==> src/rtl/display_pkg.sv <==
// Shared constants, state encoding and the BCD-to-7-segment decoder used by
// the display controller and its bench.
package display_pkg;

    localparam logic [7:0] SEG_A     = 8'h01;
    localparam logic [7:0] SEG_B     = 8'h02;
    localparam logic [7:0] SEG_C     = 8'h04;
    localparam logic [7:0] SEG_D     = 8'h08;
    localparam logic [7:0] SEG_E     = 8'h10;
    localparam logic [7:0] SEG_F     = 8'h20;
    localparam logic [7:0] SEG_G     = 8'h40;
    localparam logic [7:0] SEG_DOT   = 8'h80;
    localparam logic [7:0] SEG_MINUS = SEG_G;
    localparam logic [7:0] SEG_BLANK = 8'h00;

    typedef enum logic [1:0] {
        IDLE    = 2'd0,
        CONVERT = 2'd1,
        COMMIT  = 2'd2
    } state_t;

    function automatic logic [7:0] bcd_to_segments(input logic [3:0] d);
        logic [7:0] s;
        case (d)
            4'd0:    s = SEG_A | SEG_B | SEG_C | SEG_D | SEG_E | SEG_F;
            4'd1:    s = SEG_B | SEG_C;
            4'd2:    s = SEG_A | SEG_B | SEG_D | SEG_E | SEG_G;
            4'd3:    s = SEG_A | SEG_B | SEG_C | SEG_D | SEG_G;
            4'd4:    s = SEG_B | SEG_C | SEG_F | SEG_G;
            4'd5:    s = SEG_A | SEG_C | SEG_D | SEG_F | SEG_G;
            4'd6:    s = SEG_A | SEG_C | SEG_D | SEG_E | SEG_F | SEG_G;
            4'd7:    s = SEG_A | SEG_B | SEG_C;
            4'd8:    s = SEG_A | SEG_B | SEG_C | SEG_D | SEG_E | SEG_F | SEG_G;
            4'd9:    s = SEG_A | SEG_B | SEG_C | SEG_D | SEG_F | SEG_G;
            default: s = SEG_BLANK;
        endcase
        return s;
    endfunction

endpackage

==> src/rtl/bin_to_bcd_serial.sv <==
// Serial double-dabble: i_start loads the magnitude, then eight add-3/shift
// cycles follow. o_done flags the cycle whose edge performs the final shift.
module bin_to_bcd_serial
    import display_pkg::*;
(
    input  logic        i_clk,
    input  logic        i_rst,
    input  logic        i_start,
    input  logic [7:0]  i_mag,
    output logic [11:0] o_bcd,
    output logic        o_done
);

    logic [11:0] r_bcd;
    logic [7:0]  r_mag;
    logic [2:0]  r_cnt;
    logic        r_run;
    logic [11:0] w_adj;

    function automatic logic [3:0] add3(input logic [3:0] n);
        return (n >= 4'd5) ? n + 4'd3 : n;
    endfunction

    assign w_adj  = {add3(r_bcd[11:8]), add3(r_bcd[7:4]), add3(r_bcd[3:0])};
    assign o_bcd  = r_bcd;
    assign o_done = r_run && (r_cnt == 3'd7);

    always_ff @(posedge i_clk or posedge i_rst) begin
        if (i_rst) begin
            r_bcd <= '0;
            r_mag <= '0;
            r_cnt <= '0;
            r_run <= 1'b0;
        end else if (i_start) begin
            r_bcd <= '0;
            r_mag <= i_mag;
            r_cnt <= '0;
            r_run <= 1'b1;
        end else if (r_run) begin
            r_bcd <= {w_adj[10:0], r_mag[7]};
            r_mag <= {r_mag[6:0], 1'b0};
            r_cnt <= r_cnt + 3'd1;
            if (r_cnt == 3'd7)
                r_run <= 1'b0;
        end
    end

endmodule

==> src/rtl/display_controller.sv <==
// 4x7-segment controller: captures a value, converts it serially to BCD,
// commits it atomically to shadow digits and scans them with a prescaler.
module display_controller
    import display_pkg::*;
#(
    parameter int SCAN_DIV = 1000,
    parameter bit BLANK_LZ = 1'b1
) (
    input  logic       i_sys_clk,
    input  logic       i_rst,
    input  logic       i_load,
    input  logic [7:0] i_value,
    input  logic       i_signed_mode,
    output logic       o_busy,
    output logic [7:0] o_segments,
    output logic [3:0] o_digit
);

    localparam int              PW       = (SCAN_DIV > 1) ? $clog2(SCAN_DIV) : 1;
    localparam logic [PW-1:0]   PRESC_TC = PW'(SCAN_DIV - 1);

    state_t        r_state;
    logic          r_neg_cap;
    logic          r_sign;
    logic [3:0]    r_ones;
    logic [3:0]    r_tens;
    logic [3:0]    r_hund;
    logic [PW-1:0] r_presc;
    logic [3:0]    r_digit;
    logic [1:0]    r_idx;

    logic          w_start;
    logic          w_neg;
    logic [7:0]    w_mag;
    logic [11:0]   w_bcd;
    logic          w_done;
    logic          w_hund_blank;
    logic          w_tens_blank;

    assign w_start = i_load && (r_state == IDLE);
    assign w_neg   = i_signed_mode && i_value[7];
    // 8'h80 negates to 8'h80, which reads correctly as unsigned 128.
    assign w_mag   = w_neg ? (~i_value + 8'd1) : i_value;
    assign o_busy  = (r_state != IDLE);
    assign o_digit = r_digit;

    bin_to_bcd_serial u_b2b (
        .i_clk   (i_sys_clk),
        .i_rst   (i_rst),
        .i_start (w_start),
        .i_mag   (w_mag),
        .o_bcd   (w_bcd),
        .o_done  (w_done)
    );

    always_ff @(posedge i_sys_clk or posedge i_rst) begin
        if (i_rst) begin
            r_state   <= IDLE;
            r_neg_cap <= 1'b0;
            r_sign    <= 1'b0;
            r_ones    <= '0;
            r_tens    <= '0;
            r_hund    <= '0;
        end else begin
            case (r_state)
                IDLE: begin
                    if (w_start) begin
                        r_neg_cap <= w_neg;
                        r_state   <= CONVERT;
                    end
                end
                CONVERT: begin
                    if (w_done)
                        r_state <= COMMIT;
                end
                COMMIT: begin
                    r_ones  <= w_bcd[3:0];
                    r_tens  <= w_bcd[7:4];
                    r_hund  <= w_bcd[11:8];
                    r_sign  <= r_neg_cap;
                    r_state <= IDLE;
                end
                default: r_state <= IDLE;
            endcase
        end
    end

    // Scan is independent of the FSM so the display never stalls mid-conversion.
    always_ff @(posedge i_sys_clk or posedge i_rst) begin
        if (i_rst) begin
            r_presc <= '0;
            r_digit <= 4'b0001;
            r_idx   <= 2'd0;
        end else if (r_presc == PRESC_TC) begin
            r_presc <= '0;
            r_digit <= {r_digit[2:0], r_digit[3]};
            r_idx   <= r_idx + 2'd1;
        end else begin
            r_presc <= r_presc + PW'(1);
        end
    end

    assign w_hund_blank = BLANK_LZ && (r_hund == 4'd0);
    assign w_tens_blank = BLANK_LZ && (r_hund == 4'd0) && (r_tens == 4'd0);

    always_comb begin
        o_segments = SEG_BLANK;
        case (r_idx)
            2'd0: o_segments = bcd_to_segments(r_ones);
            2'd1: o_segments = w_tens_blank ? SEG_BLANK : bcd_to_segments(r_tens);
            2'd2: o_segments = w_hund_blank ? SEG_BLANK : bcd_to_segments(r_hund);
            2'd3: o_segments = r_sign ? SEG_MINUS : SEG_BLANK;
            default: o_segments = SEG_BLANK;
        endcase
    end

endmodule
==> config.mk <==
export PLATFORM = sky130hd
export DESIGN_NAME = display_controller
export DESIGN_NICKNAME = d
export VERILOG_FILES = /design/src/rtl/display_pkg.sv /design/src/rtl/bin_to_bcd_serial.sv /design/src/rtl/display_controller.sv
export SDC_FILE = /design/constraint.sdc
export NUM_CORES = 1
export LEC_CHECK = 0
export BUFFER_PORTS_ARGS = -buffer_cell sky130_fd_sc_hd__buf_2
export CORE_MARGIN = 2
export CORE_UTILIZATION = 61
export DETAILED_ROUTE_END_ITERATION = 16
export GPL_ROUTABILITY_DRIVEN = 0
export PLACE_DENSITY = 0.8
export RECOVER_POWER = 50
export SYNTH_ARGS = -nofsm -noshare
export SYNTH_HDL_FRONTEND = slang
export SYNTH_HIERARCHICAL = 1
export SYNTH_SLANG_ARGS = --single-unit
==> constraint.sdc <==
create_clock -name i_sys_clk -period 2.7 [get_ports i_sys_clk]
set_clock_uncertainty 0.15 [all_clocks]
set_input_delay 0.54 -clock i_sys_clk [delete_from_list [all_inputs] [get_ports i_sys_clk]]
set_output_delay 0.54 -clock i_sys_clk [all_outputs]
set_load 0.02 [all_outputs]
==> flow_metrics.py, run 1 <==
metrics = {
    "setup_path": {
        "reg2reg_from": "r_presc[0]",
        "r2r_setup_slack_ps": 650,
        "cp-start-kind": "register",
        "rr_endpoint": "o_digit[1]",
        "worstSetupPathType": "reg2out",
        "critPathMaxFanout": 5,
        "required_ps": 2010,
        "end_kind": "primary output",
        "worstRegToRegCells": 4,
        "worst_ep_arrival_time_ps": 1970,
    },
    "logic_synthesis": {
        "synth-warning-count": 6,
        "async_reset_ff_share_pct": 100.0,
        "synth_cells": 371,
        "synth-edff-count": 0,
        "synth_seq_cells": 56,
        "ys_types": 56,
        "synth.cell_area_mm2": 0.003516,
        "avgSynthCellArea_um2": 9.477,
        "synth-main-ff-cell": "dfrtp_1",
        "seq_area_frac_synth_pct": 39.89,
        "syn_nets": 413,
    },
    "die": {
        "fp.dieH_um": 79.92,
        "io-pin-count": 25,
        "chipWidth_um": 79.92,
        "core_area_mm2": 0.005540,
        "row_count": 27,
        "dieArea_mm2": 0.006387,
        "initial_core_util_pct": 63.46,
    },
    "timing": {
        "hold_violations": 0,
        "setup_viol": 0,
        "period_share_pct": 98.50,
        "slew_headroom_pct": 15.05,
        "slew_viol_final": 0,
        "setup_ws_ps": 40.42,
        "tightest_slew_ps": 1274,
        "finalSetupTns_ps": 0,
        "period_minus_slack_ps": 2660,
        "clock.fmax_mhz": 376.0,
    },
    "route": {
        "wire_per_inst_um": 14.74,
        "via_per_inst": 5.725,
        "vias": 2708,
        "wl_mm": 6.972,
        "drt_pass1_iterations": 4,
        "ant_nets": 0,
        "drt_iter0_drc": 175,
        "drc_errors": 0,
    },
    "worst_hold_path": {
        "hold_path.class": "reg2reg",
        "hold_start": "r_presc[0]",
        "hold_depth": 1,
        "whs_endpoint": "r_presc[0]",
    },
    "clock_network": {
        "cts.path.max_buffers": 2,
        "cts.sinks": 56,
        "ctsRootBufferMaster": "clkbuf_8",
        "clk_pin_slew_ps": 100,
        "numCtsBuffers": 5,
        "clkLatencyLatePin_ps": 310,
        "cts_max_level": 2,
        "cts_tree": "yes",
    },
    "power_and_ir_drop": {
        "combinationalPowerShare_pct": 49.0,
        "p_clk_share_pct": 12.8,
        "p_int_mw": 2.036,
        "netSwitchingFraction_pct": 42.05,
        "powerDensity_mw_per_mm2": 890.8,
        "p_seq_share_pct": 38.2,
        "irDropWorstVdd_uv": 581.0,
        "power.switching_mw": 1.477,
        "leakagePower_nw": 1.779,
    },
    "placed_design": {
        "pre_cts_slack_ps": 212.9,
        "dpl.hpwl_mm": 4.722,
        "io_buffers": 23,
    },
    "cells_and_area": {
        "drive_above_1_share_pct": 22.69,
        "syn2layout_area_growth_pct": 12.17,
        "fillerInstances": 426,
        "multi_input_area_mm2": 0.002032,
        "num-nets-final": 442,
        "n_antenna_cell": 0,
        "ff_latch_area_mm2": 0.001409,
    },
    "status": {
        "status": "finished clean",
    },
    "grt": {
        "grtUsageTotal_pct": 22.68,
        "grt_max_degree": 29,
        "antenna_found_initial": 0,
        "overflow": 0,
        "grt_pass1_vias": 2568,
        "grt_first_pass_wirelength_mm": 11.54,
    },
    "job": {
        "maxCapViolations": 0,
    },
}
[cells in the final DEF, fill, tap and decap left out, types with 4 or more instances in the layout]
master | Yosys | routed
nor2_1 | 28 | 27
mux2i_1 | 13 | 13
clkbuf_8 | 0 | 5
nand3b_1 | 4 | 4
dfrtp_1 | 55 | 50
buf_4 | 2 | 14
xor2_1 | 10 | 10
a21oi_1 | 23 | 21
o21ai_1 | 8 | 7
mux2_2 | 11 | 11
dfrtp_2 | 0 | 5
xnor2_1 | 4 | 4
buf_2 | 8 | 21
nand3_1 | 9 | 9
o21ai_0 | 25 | 24
nand2_1 | 29 | 29
nor2b_1 | 8 | 8
nand2b_1 | 15 | 14
ha_1 | 30 | 26
inv_1 | 22 | 17
inv_2 | 1 | 6
[per-stage QoR]
stage	power (mW)	cells	area (µm²)	utilization, %	hold WS [ps]
final	3.513	473	3944	71.18	325.6
after global routing	3.806	473	3944	71.18	350.3
after CTS	3.383	467	3817	68.90	331.0
after detailed placement	2.884	454	3661	66.08	297.5
after global placement	2.824	454	3661	66.08	295.9
after floorplan	2.560	371	3516	-	274.8
[power by group through the flow]
stage	Clock [mW]	Combinational, mW	Sequential (mW)
floorplan	0	1.32	1.24
global placement	0	1.48	1.35
global route	0.493	1.94	1.37
detailed placement	0	1.52	1.37
CTS	0.461	1.58	1.34
finish	0.451	1.72	1.34
[metal layers]
metal  track usage [%]  vias to the layer above  wire [µm]
li1                  -                     1332          -
met1             30.88                     1313       3223
met2             37.08                       54       3456
met3             4.299                        9        213
met4             6.441                        0         77
met5                 0                        -          0
[timing repair]
item / CTS / global route
hold buffers: 1 / 0
cloned: 0 / 0
setup endpoints to repair: 6 / 7
hold endpoints to repair: 3 / 0
gates resized for setup: 8 / 23
pin swaps: 1 / 5
buffers inserted: 4 / 6
[critical path, stage by stage, from the launching register on]
cell and delay, ps:
dfrtp_1 410, inv_2 120, ha_4 160, nand2b_4 90, o311ai_4 320, nor2_1 100, o32a_1 300, buf_2 160
[state kept, by name, indices dropped and copies added, names as in the netlist, 3 cells and up]
name	count
r_ones	4
u_b2b/r_mag	8
u_b2b/r_cnt	3
r_tens	4
r_presc	10
u_b2b/o_bcd	12
o_digit	4
r_hund	4
[worst max-delay path by stage]
stage	start	endpoint	slack (ps)
after detailed placement	r_hund[1]	o_segments[0]	210
final	r_hund[0]	o_segments[3]	40
after global routing	r_idx[1]	o_segments[1]	-20
after CTS	r_tens[2]	o_segments[1]	3
after floorplan	r_hund[1]	o_segments[1]	370
after global placement	r_hund[1]	o_segments[0]	300
[area by class of cell]
cell class	instances	share of cell area [%]
tap	72	2.284
multi-input combinational	274	51.52
inverter	23	2.189
clock buffer	5	1.745
sequential	56	35.72
timing repair buffer	40	5.996
clock inverter	3	0.5393
[logic make-up after synthesis]
kind of cell             count (synthesis)  share of synthesized area (%)
AND/OR/NAND/NOR                        120                          17.86
AO/OA/AOI/OAI                           85                          15.23
flip-flops                              56                          39.89
buffers and inverters                   41                          5.516
adder cells (fa/ha/maj)                 30                          10.68
multiplexers                            24                          7.224
XOR/XNOR                                14                          3.487
other                                    1                         0.1067
[synth_stat cells (4+ instances only)]
| library cell | count | area [µm²] |
|---|---|---|
| nand2_1 | 29 | 108.9 |
| nor2_1 | 28 | 105.1 |
| nand2b_1 | 15 | 93.84 |
| nor2b_1 | 8 | 50.05 |
| nand3_1 | 9 | 45.04 |
| dfrtp_1 | 55 | 1376 |
| clkbuf_1 | 5 | 18.77 |
| a21oi_1 | 23 | 115.1 |
| ha_1 | 30 | 375.4 |
| inv_1 | 22 | 82.58 |
| mux2_2 | 11 | 123.9 |
| mux2i_1 | 13 | 130.1 |
| o21ai_1 | 8 | 40.04 |
| buf_2 | 8 | 40.04 |
| o21ai_0 | 25 | 125.1 |
| nand3b_1 | 4 | 30.03 |
| xnor2_1 | 4 | 35.03 |
| xor2_1 | 10 | 87.58 |
Note: power is estimated with default switching activity, not from simulation.
==> run 2, diff against run 1 <==
ABC_AREA = 1   (was unset)
PLACE_DENSITY = 0.81   (was 0.8)
SETUP_SLACK_MARGIN = 0.4   (was unset)
==> run 2 against run 1 <==
Against the previous run: the flow now finishes with violations (max-capacitance violations, max-slew violations); synthesized area decreased by 0.96%; hold slack got worse by 17 ps; first-iteration DRC count increased by 5.1%; via count increased by 14%; maximum frequency increased by 7.9%; total power decreased by 59%; global-route usage increased by 3.3 points.
==> flow_metrics.py, run 2 <==
metrics = {
    "status": {
        "status": "complete, but fails checks",
        "violations": "max-capacitance violations, max-slew violations",
    },
    "worst_hold_path": {
        "hold_depth": 3,
        "whs_endpoint": "u_b2b/r_mag[0]",
        "hold_path.class": "in2reg",
        "hold_start": "i_value[0]",
    },
    "route": {
        "ant_nets": 0,
        "wire_per_inst_um": 14.15,
        "drt_pass1_iterations": 5,
        "wl_mm": 7.983,
        "vias": 3090,
        "via_per_inst": 5.479,
        "drc_errors": 0,
        "drt_iter0_drc": 184,
    },
    "grt": {
        "grt_first_pass_wirelength_mm": 13.05,
        "grt_max_degree": 33,
        "grt_pass1_vias": 2962,
        "overflow": 0,
        "grtUsageTotal_pct": 25.95,
        "antenna_found_initial": 0,
    },
    "logic_synthesis": {
        "ys_types": 35,
        "synth_top_area_share_pct": 39.53,
        "seq_area_frac_synth_pct": 40.28,
        "synth.cell_area_mm2": 0.003482,
        "syn_nets": 492,
        "synthMostInstantiatedCell": "nand2_1",
        "synth_commonest_cells": "nand2_1 (114), inv_1 (63), dfrtp_1 (55)",
        "synth_cells": 450,
        "synth_area_leaders": "dfrtp_1 (40%), nand2_1 (12%), ha_1 (11%)",
        "async_reset_ff_share_pct": 100.0,
        "synth-edff-count": 0,
        "synth_seq_cells": 56,
        "avgSynthCellArea_um2": 7.738,
        "synth-main-ff-cell": "dfrtp_1",
        "yosys.area.top_type": "dfrtp_1",
        "synth-warning-count": 6,
    },
    "power_and_ir_drop": {
        "p_int_mw": 1.132,
        "combinationalPowerShare_pct": 3.2,
        "netSwitchingFraction_pct": 21.16,
        "leakagePower_nw": 2.041,
        "power.switching_mw": 0.3038,
        "irDropWorstVdd_uv": 377.9,
        "p_clk_share_pct": 38.5,
        "powerDensity_mw_per_mm2": 349.5,
        "p_seq_share_pct": 58.4,
    },
    "timing": {
        "rsz0062_at_grt": "true",
        "clock.fmax_mhz": 405.7,
        "slew_headroom_pct": -12.86,
        "hold_violations": 0,
        "period_share_pct": 91.30,
        "whs_ps": 308.7,
        "finalSetupTns_ps": 0,
        "setup_viol": 0,
        "period_minus_slack_ps": 2465,
        "tightest_slew_ps": 1693,
        "slew_viol_final": 33,
    },
    "setup_path": {
        "critPathMaxStageDelay_ps": 420,
        "rr_endpoint": "r_presc[5]",
        "critPathMaxFanout": 3,
        "reg2reg_from": "r_presc[0]",
        "worst_ep_arrival_time_ps": 1780,
        "cp-start-kind": "register",
        "path_cells": "ha_1 -> or2_1 -> o21ai_0 -> nand2_1 -> nand3_1 -> inv_1 -> nor2_1 -> buf_4",
        "required_ps": 2010,
        "r2r_setup_slack_ps": 910,
        "worstRegToRegCells": 7,
        "end_kind": "primary output",
        "crit_start": "r_ones[0]",
        "worstSetupPathType": "reg2out",
        "slowest_stage": "dfrtp_1",
    },
    "clock_network": {
        "clkLatencyLatePin_ps": 310,
        "cts.path.max_buffers": 2,
        "cts.sinks": 56,
        "cts_tree": "yes",
        "ctsRootBufferMaster": "clkbuf_8",
        "numCtsBuffers": 5,
        "cts_max_level": 2,
        "clk_pin_slew_ps": 100,
    },
    "die": {
        "dieArea_mm2": 0.006329,
        "core_area_mm2": 0.005507,
        "io-pin-count": 25,
        "row_count": 27,
        "fp.dieH_um": 79.56,
        "initial_core_util_pct": 63.24,
        "chipWidth_um": 79.56,
    },
    "cells_and_area": {
        "num-nets-final": 533,
        "largest_reg_flops": 12,
        "n_antenna_cell": 0,
        "final_common_cell": "nand2_1",
        "final_cell_mix": "nand2_1 (110), dfrtp_1 (54), inv_1 (50)",
        "fillerInstances": 381,
        "drive_above_1_share_pct": 21.75,
        "syn2layout_area_growth_pct": 17.97,
    },
    "placed_design": {
        "io_buffers": 23,
        "dpl.hpwl_mm": 5.187,
    },
    "job": {
        "maxCapViolations": 1,
    },
}
run 2: cell types whose count changed in the layout (fill, tap and decap cells not counted), sizes merged, moves of 5 or more:
| cell | delta |
|---|---|
| nand2b | -16 |
| nor2b | -8 |
| nand2 | +87 |
| mux2i | -13 |
| o21ai | -8 |
| nor2 | +10 |
| mux2 | -10 |
| nand3 | +31 |
| nand4 | +6 |
| a21o | -5 |
| inv | +46 |
run 2: timing repair:
| action | in CTS | in global routing |
|---|---|---|
| endpoints found under the setup margin | 7 | 7 |
| cloned | 0 | 0 |
| endpoints found under the hold margin | 0 | 0 |
| pin swaps | 15 | 8 |
| setup buffers | 14 | 1 |
| hold buffers | 0 | 0 |
| gates resized for setup | 56 | 15 |
run 2: layout make-up:
type,instances,area [µm²],area share [%]
multi-input combinational,317,1957,47.64
sequential,56,1404,34.18
timing repair buffer,42,281.5,6.853
inverter,69,264.0,6.427
tap,72,90.09,2.193
clock buffer,6,72.57,1.767
clock inverter,2,38.79,0.9443
run 2: power groups by stage:
stage                     Sequential (mW)  Combinational, mW  Clock, mW
final                               0.838             0.0455      0.552
after global routing                0.838             0.0535      0.596
after CTS                           0.838             0.0487      0.569
after detailed placement            0.855             0.0484          0
after global placement              0.855             0.0473          0
after floorplan                     0.855             0.0306          0
run 2: worst max-delay path by stage:
stage / cells past startpoint / slack, ps / to
2_1_floorplan: 9 / 600 / o_segments[6]
5_1_grt: 8 / 130 / o_segments[6]
3_3_place_gp: 10 / 550 / o_segments[6]
4_1_cts: 11 / 340 / o_segments[0]
6_report: 8 / 230 / o_segments[6]
3_5_place_dp: 10 / 480 / o_segments[1]
run 2: per-stage QoR:
stage / total power [mW] / utilization, % / instances / cell area, µm² / setup WS [ps]
2_1_floorplan: 0.8852 / - / 450 / 3482 / 602.2
3_3_place_gp: 0.9019 / 66.46 / 541 / 3660 / 549.1
3_5_place_dp: 0.9030 / 66.46 / 541 / 3660 / 482.0
4_1_cts: 1.456 / 73.73 / 563 / 4060 / 343.4
5_1_grt: 1.488 / 74.60 / 564 / 4108 / 126.1
6_report: 1.436 / 74.60 / 564 / 4108 / 234.9
run 2: per-layer routing:
metal | vias to the layer above | GRT usage [%] | wire (µm)
met5 | - | 0 | 0
met3 | 16 | 5.204 | 350
met4 | 0 | 7.931 | 143
li1 | 1519 | - | -
met2 | 91 | 45.80 | 4092
met1 | 1464 | 31.92 | 3397
run 2: logic make-up after synthesis:
kind of cell    after synthesis  synth area share, %
compound gates               65                11.10
xor+xnor                      8                2.012
fa+ha+maj                    30                10.78
buf+inv                      77                9.234
flops                        56                40.28
mux                           1               0.3234
other cells                   1               0.1077
simple gates                212                26.16
run 2: critical path: cells and delay by family (launching register included):
family	cells	cell delay, ps
adder cells (fa/ha/maj)	1	200
AO/OA/AOI/OAI	1	110
buffers and inverters	2	190
AND/OR/NAND/NOR	4	550
flip-flops	1	420
==> run 3, diff against run 2 <==
CORE_MARGIN = unset   (was 2)
==> run 3 against run 2 <==
Against the previous run: the flow now finishes without violations; sequential power about the same; combinational power increased by 0.9%; clock-buffer cell count unchanged; register-to-register slack improved by 30 ps; die area decreased by 5.0%; largest power group unchanged; wire length increased by 1.4%; via count increased by 2.3%; non-clock buffer count increased by 4.
==> flow_metrics.py, run 3 (synthesis results as in run 2) <==
metrics = {
    "cells_and_area": {
        "largest_reg_flops": 12,
        "final_common_cell": "nand2_1",
        "final_cell_mix": "nand2_1 (107), dfrtp_1 (53), inv_1 (49)",
        "instances_no_fill": 568,
        "drive_above_1_share_pct": 23.59,
        "n_antenna_cell": 0,
        "num-nets-final": 537,
        "syn2layout_area_growth_pct": 18.65,
    },
    "power_and_ir_drop": {
        "p_clk_share_pct": 38.3,
        "p_int_mw": 1.132,
        "p_seq_share_pct": 58.5,
        "leakagePower_nw": 2.045,
        "irDropWorstVdd_uv": 326.2,
        "combinationalPowerShare_pct": 3.2,
        "powerDensity_mw_per_mm2": 346.7,
        "power.switching_mw": 0.3003,
        "netSwitchingFraction_pct": 20.96,
    },
    "setup_path": {
        "slowest_stage": "dfrtp_1",
        "cp-start-kind": "register",
        "critPathMaxStageDelay_ps": 410,
        "worstSetupPathType": "reg2out",
        "end_kind": "primary output",
        "critPathMaxFanout": 4,
        "path_common_cell": "nor2_1",
        "required_ps": 2010,
        "worst_ep_arrival_time_ps": 1790,
        "path_cells": "buf_6 -> ha_1 -> inv_1 -> nand2_2 -> nand3_1 -> nand3_2 -> nand2_1 -> nor2_1 -> nor2_1 -> buf_4",
    },
    "grt": {
        "overflow": 0,
        "grt_max_degree": 26,
        "grtUsageTotal_pct": 26.11,
        "antenna_found_initial": 0,
        "grt_first_pass_wirelength_mm": 12.65,
        "grt_pass1_vias": 2935,
    },
    "clock_network": {
        "numCtsBuffers": 5,
        "cts.path.max_buffers": 2,
        "ctsRootBufferMaster": "clkbuf_8",
        "cts_max_level": 2,
        "cts_hold_buffers": 0,
        "clk_pin_slew_ps": 100,
        "cts_tree": "yes",
        "cts.sinks": 56,
        "clkLatencyLatePin_ps": 300,
    },
    "route": {
        "wire_per_inst_um": 14.25,
        "vias": 3160,
        "via_per_inst": 5.563,
        "drt_pass1_iterations": 4,
        "ant_nets": 0,
        "drc_errors": 0,
        "drt_iter0_drc": 176,
        "wl_mm": 8.095,
    },
    "die": {
        "dieArea_mm2": 0.006015,
        "fp.dieH_um": 77.56,
        "row_count": 27,
        "io-pin-count": 25,
        "initial_core_util_pct": 63.24,
        "chipWidth_um": 77.56,
        "core_area_mm2": 0.005507,
    },
    "job": {
        "maxCapViolations": 0,
    },
    "timing": {
        "finalSetupTns_ps": 0,
        "period_minus_slack_ps": 2482,
        "period_share_pct": 91.91,
        "rsz0062_at_grt": "true",
        "setup_ws_ps": 218.4,
        "slew_viol_final": 0,
        "tightest_slew_ps": 1288,
        "slew_headroom_pct": 14.16,
        "setup_viol": 0,
        "hold_violations": 0,
        "clock.fmax_mhz": 403.0,
    },
    "worst_hold_path": {
        "hold_path.class": "in2async",
    },
    "status": {
        "status": "finished clean",
    },
    "placed_design": {
        "dpl.hpwl_mm": 5.011,
        "place_inst": 541,
        "pre_cts_slack_ps": 431.8,
        "io_buffers": 23,
    },
}
[run 3: cell types whose count changed in the layout (fill, tap and decap cells not counted), sizes merged]
cell | before | now
buf | 38 | 43
clkbuf | 10 | 9
[run 3: worst max-delay path, delay by kind of cell (launching register included)]
family	cells	cell delay, ps
buffers and inverters	3	370
and+or+nand+nor	6	530
DFF	1	410
adders and majority gates	1	180
[run 3: power groups by stage]
stage | clock [mW] | sequential [mW] | combinational (mW)
after floorplan | 0 | 0.855 | 0.0306
after global placement | 0 | 0.855 | 0.0472
after detailed placement | 0 | 0.855 | 0.0489
after CTS | 0.563 | 0.838 | 0.0490
after global routing | 0.590 | 0.838 | 0.0537
final | 0.548 | 0.838 | 0.0459
[run 3: routing by layer]
layer	wire length, µm	global-route usage [%]	vias to the layer above	share of wire [%]
li1	-	-	1530	-
met1	3418	32.48	1513	42
met2	4113	46.64	91	51
met3	337	3.176	26	4.2
met4	226	9.057	0	2.8
met5	0	0	-	0
[run 3: through the flow]
step / utilization [%] / hold slack, ps / total power, mW / area, µm²
6_report: 75.03 / 145.4 / 1.432 / 4131
5_1_grt: 75.03 / 204.2 / 1.482 / 4131
4_1_cts: 72.62 / 131.2 / 1.451 / 3999
3_5_place_dp: 66.46 / 329.9 / 0.9035 / 3660
3_3_place_gp: 66.46 / 324.0 / 0.9018 / 3660
2_1_floorplan: - / 299.2 / 0.8852 / 3482
[run 3: cell type report]
class	instances	area, µm²
Multi-Input combinational cell	317	1953
Sequential cell	56	1405
Fill cell	388	1375
Timing Repair Buffer	46	307.8
Inverter	69	264.0
Tap cell	72	90.09
Clock buffer	6	72.57
Clock inverter	2	38.79
[run 3: final timing paths]
check	from	to	slack, ps	cells past startpoint
max reg2reg	r_presc[0]	r_presc[5]	940	7
max in group asynchronous	i_rst	r_ones[1]	1030	3
min in group i_sys_clk	i_value[0]	u_b2b/r_mag[0]	310	3
max	r_hund[1]	o_segments[6]	220	10
min reg2reg	u_b2b/r_mag[3]	u_b2b/r_mag[4]	350	2
min	i_rst	o_digit[1]	150	2
[run 3: timing repair]
item / in CTS / in global routing
pin swaps: 19 / 17
cloned: 0 / 0
endpoints found under the setup margin: 7 / 7
resized for setup: 42 / 34
buffers inserted: 15 / 4
